### config.mk
export PLATFORM = sky130hd
export DESIGN_NAME = sprite_plotter
export DESIGN_NICKNAME = d
export VERILOG_FILES = /design/src/rtl/plotter_pkg.sv /design/src/rtl/lane_map.sv /design/src/rtl/sprite_plotter.sv
export SDC_FILE = /design/constraint.sdc
export NUM_CORES = 1
export LEC_CHECK = 0
export CORE_UTILIZATION = 45
export DETAILED_ROUTE_END_ITERATION = 10
export DONT_BUFFER_PORTS = 1
export GPL_ROUTABILITY_DRIVEN = 1
export HOLD_SLACK_MARGIN = 0.05
export MAX_ROUTING_LAYER = met4
export PLACE_DENSITY = 0.68
export SLEW_MARGIN = 25
export SYNTH_ARGS = -nofsm -noshare
export SYNTH_HDL_FRONTEND = slang
export SYNTH_SLANG_ARGS = --single-unit
### constraint.sdc
create_clock -name clock -period 4.2 [get_ports clock]
set_clock_uncertainty 0.05 [all_clocks]
set_input_delay 1.05 -clock clock [delete_from_list [all_inputs] [get_ports clock]]
set_output_delay 1.05 -clock clock [all_outputs]
set_load 0.02 [all_outputs]
### src/rtl/plotter_pkg.sv
// Shared constants, types and small helpers for the sprite plotter.
// Sprite geometry and colours are fixed here so the lane mapper and the FSM agree.
package plotter_pkg;

  localparam logic [7:0] LANE_BASE     = 8'd24;
  localparam logic [7:0] LANE_PITCH    = 8'd32;
  localparam logic [6:0] PRESS_Y0      = 7'd16;
  localparam logic [6:0] GARB_Y0       = 7'd80;
  localparam int         PRESS_SIZE    = 16;
  localparam int         GARB_SIZE     = 8;
  localparam logic [2:0] PRESS_MAX_POS = 3'd5;
  localparam logic [2:0] GARB_MAX_POS  = 3'd3;

  localparam logic [2:0] COLOUR_BLACK  = 3'b000;
  localparam logic [2:0] COLOUR_PRESS  = 3'b100;
  localparam logic [2:0] COLOUR_GARB   = 3'b010;

  typedef enum logic [1:0] {
    IDLE = 2'd0,
    PLOT = 2'd1,
    DONE = 2'd2
  } state_t;

  typedef struct packed {
    logic       item;
    logic       erase;
    logic [2:0] position;
  } req_t;

  // Index of the last column/row of a sprite (sprites are square).
  function automatic logic [3:0] last_index(input logic item);
    return item ? 4'(PRESS_SIZE - 1) : 4'(GARB_SIZE - 1);
  endfunction

  function automatic logic [2:0] sprite_colour(input logic item, input logic erase);
    if (erase) return COLOUR_BLACK;
    return item ? COLOUR_PRESS : COLOUR_GARB;
  endfunction

endpackage

### src/rtl/lane_map.sv
// Combinational mapping from (item, position) to sprite origin and validity.
// Positions 4 and 5 fold back onto lanes 2 and 1.
module lane_map
  import plotter_pkg::*;
(
  input  logic       item,
  input  logic [2:0] position,
  output logic [7:0] x0,
  output logic [6:0] y0,
  output logic       valid
);
  logic [1:0] lane;

  // NOTE: every output of a combinational block gets a value on every path, or a latch is inferred.
  always_comb begin
    lane  = (position <= 3'd3) ? position[1:0] : 2'(3'd6 - position);
    x0    = LANE_BASE + LANE_PITCH * {6'd0, lane};
    y0    = item ? PRESS_Y0 : GARB_Y0;
    valid = item ? (position <= PRESS_MAX_POS) : (position <= GARB_MAX_POS);
  end

endmodule

### src/rtl/sprite_plotter.sv
// Draws a press or garbage sprite into a 160x120 vga_adapter, one pixel per clock.
// Optional feature: define PLOTTER_PENDING_EN for a one-entry request buffer.
module sprite_plotter
  import plotter_pkg::*;
(
  input  logic       clock,
  input  logic       reset,
  input  logic       req,
  input  logic       item,
  input  logic       erase,
  input  logic [2:0] position,
  output logic       ready,
  output logic       done,
  output logic       err,
  output logic [7:0] x,
  output logic [6:0] y,
  output logic [2:0] colour,
  output logic       plot
);
  state_t     state;
  req_t       live;
  req_t       sel;
  logic       launch;
  logic [7:0] org_x;
  logic [6:0] org_y;
  logic       org_valid;
  logic [7:0] base_x;
  logic [3:0] dx;
  logic [3:0] dy;
  logic [3:0] last_idx;

  assign live = '{item: item, erase: erase, position: position};

`ifdef PLOTTER_PENDING_EN
  req_t pend;
  logic pend_valid;

  // A buffered request takes priority when DONE hands over to the next draw.
  assign ready  = !pend_valid;
  assign sel    = pend_valid ? pend : live;
  assign launch = ((state == IDLE) && req) || ((state == DONE) && (pend_valid || req));
`else
  assign ready  = (state == IDLE);
  assign sel    = live;
  assign launch = (state == IDLE) && req;
`endif

  lane_map u_lane_map (
    .item     (sel.item),
    .position (sel.position),
    .x0       (org_x),
    .y0       (org_y),
    .valid    (org_valid)
  );

  // NOTE: registers use non-blocking assignments so every flop samples pre-edge values.
  always_ff @(posedge clock) begin
    if (reset) begin
      state    <= IDLE;
      plot     <= 1'b0;
      done     <= 1'b0;
      err      <= 1'b0;
      x        <= '0;
      y        <= '0;
      colour   <= '0;
      base_x   <= '0;
      dx       <= '0;
      dy       <= '0;
      last_idx <= '0;
`ifdef PLOTTER_PENDING_EN
      pend       <= '0;
      pend_valid <= 1'b0;
`endif
    end else begin
      done <= 1'b0;
      err  <= 1'b0;
      unique case (state)
        IDLE, DONE: begin
          state <= IDLE;
          plot  <= 1'b0;
          if (launch) begin
            if (org_valid) begin
              state    <= PLOT;
              plot     <= 1'b1;
              x        <= org_x;
              y        <= org_y;
              base_x   <= org_x;
              colour   <= sprite_colour(sel.item, sel.erase);
              dx       <= '0;
              dy       <= '0;
              last_idx <= last_index(sel.item);
            end else begin
              err <= 1'b1;
            end
          end
        end
        PLOT: begin
          if (dx == last_idx) begin
            dx <= '0;
            x  <= base_x;
            if (dy == last_idx) begin
              state <= DONE;
              plot  <= 1'b0;
              done  <= 1'b1;
            end else begin
              dy <= dy + 4'd1;
              y  <= y + 7'd1;
            end
          end else begin
            dx <= dx + 4'd1;
            x  <= x + 8'd1;
          end
        end
        default: state <= IDLE;
      endcase
`ifdef PLOTTER_PENDING_EN
      if ((state == PLOT) && req && !pend_valid) begin
        pend       <= live;
        pend_valid <= 1'b1;
      end else if ((state == DONE) && pend_valid) begin
        pend_valid <= 1'b0;
      end
`endif
    end
  end

endmodule

==> qor.yml <==
cts_buffers: 5
yosys.area.top_type_share: 0.413
port_buffers: 0
clk_path_buf_depth: 2
crit_type: "flop to flop"
tightest_slew_ns: 0.671
clkLatencyLatePin_ns: 0.32
cts_tree: "built"
gp_congestion: 0.842
initial_core_util: 0.482
period_share: 0.540
grt_pass1_vias: 1264
ys_ff_latch: 34
fp.dieH_um: 62.5
cellPowerDensity_mw_per_mm2: 356
critPathLaunchType: "flop"
htreeDepth: 2
max_slew_margin: 0.550
finalWirelength_um: 3480
hpwl_um: 2480
hold_viol_final: 0
grt_max_degree: 32
grt_pass1_wl_um: 5770
hold_buffers: 0
final.min_clock_period_ns: 2.27
crit_required_ns: 4.42
syn_area_per_cell_sq_um: 8.58
drv_cap: 0
antennaDiodeCount: 0
cp-end-kind: "flop"
die_area_sq_mm: 0.00391
holdWs_ns: 0.405
slew_viol_final: 0
p_leak_uw: 0.000654
vias: 1369
grt_usage: 0.192
cp_max_fo: 9
timing.fmax_ghz: 0.441
dr.first_iter.drc_count: 23
max_stage_delay_ns: 0.58
syn_nets: 205
via_per_inst: 5.73
nets: 206
path_buf_inv: 0
post-route-drc-count: 0
synth.area.top_cells: "dfxtp_1 (41%), nor2_1 (5.5%), a21oi_1 (5.2%)"
ant_nets: 0
ys_types: 47
netlist_area_sq_mm: 0.00165
die_x_um: 62.5
clockRootBuffer: "clkbuf_4"
setup_viol: 0
io_pins: 30
setup_tns_ns: 0
synth_cells: 192
numClockSinks: 34
areaGrowthSynthToFinish_pct: 4.56
status: "finished clean"
core_sq_mm: 0.00342
antenna_found_initial: 0
hold_path_class: "flop to flop"
arrival_ns: 2.49
synth_ff_type: "dfxtp_1"
ctsResizeCount: 0
rows: 21
cpMaxStageDelayCell: "or4_4"
wl_per_cell_um: 14.5
crit_family: "simple AND/OR/NAND/NOR gates"
grt_setup_unrepaired: "false"
postCtsSetupBuffers: 0
yosysSeqAreaShare: 0.413
overflow: 0
ys_async_sr_fraction: 0
drive_gt1_frac: 0.0881
yosysWarnings: 0
synth_edf_count: 0
crit_path_cell_trace: "or4_4 > a211oi_4 > nand2_4 > or4_1 > nand2_1"
ir_worst_vdd_mv: 0.203
synth_top_area_cell: "dfxtp_1"
cts.clk_slew.worst_paths_ns: 0.10
synthTopCellsByCount: "dfxtp_1 (34), nor2_1 (24), a21oi_1 (17)"
firstDrtPassIters: 4
synth_most_common_cell: "dfxtp_1"
cell type report:
| type | instances | area, sq um |
|---|---|---|
| Sequential cell | 34 | 681 |
| Tap cell | 46 | 57.6 |
| Fill cell | 324 | 1690 |
| Inverter | 2 | 7.51 |
| Multi-Input combinational cell | 150 | 932 |
| Clock buffer | 7 | 45.0 |
metrics by stage:
step	instances	instance area [sq um]	worst slack (ns)	utilization	power, uW
floorplan	192	1650	1.84	-	444
global placement	232	1680	1.70	0.491	456
detailed placement	232	1680	1.66	0.491	458
CTS	239	1720	1.95	0.504	619
global route	239	1720	1.88	0.504	647
finish	239	1720	1.93	0.504	613
final timing paths:
kind                                   from        end  slack (ns)  cells after the start
worst min-delay path              base_x[6]  base_x[6]        0.41                      2
worst max register to register  last_idx[2]       y[3]        1.93                      5
worst min register to register    base_x[6]  base_x[6]        0.41                      2
worst max-delay path            last_idx[2]       y[3]        1.93                      5
layer usage:
layer / GRT usage / part of all wire / vias to the layer above
li1: - / - / 695
met1: 0.235 / 0.47 / 642
met2: 0.288 / 0.45 / 27
met3: 0.0712 / 0.058 / 5
met4: 0.0698 / 0.015 / 0
met5: - / 0 / -
cells in the final DEF, fill, tap and decap left out, drive strengths merged, types with 5 or more instances in the layout:
cell	instances
ha	5
nand2	16
nand3	8
nand2b	6
a21oi	17
clkbuf	7
nor2	24
dfxtp	34
nor3	11
xor2	8
sequential cells by signal, summed over array words and instances, names as in the netlist, 2 cells and up:
signal	flops
base_x	2
colour	2
dx	4
dy	4
last_idx	2
state	2
x	8
y	7
report_power, final:
part	total [uW]	internal, uW	switching (uW)
registers	366	337	28.7
clock network	163	63.1	99.4
logic	85.4	33.1	52.3
total	613	433	180
tightest hold or removal path, stage by stage, from the launching register on:
cell	delay (ns)
dfxtp_1	0.32
nand2_1	0.05
a21oi_1	0.05
kinds of logic after synthesis:
kind of cell / synth area share
simple gates: 0.266
compound gates: 0.188
flops: 0.413
xor+xnor: 0.0532
buf+inv: 0.0213
fa+ha+maj: 0.0380
mux: 0.0182
other cells: 0.00228
(Power assumes the default switching activity.)
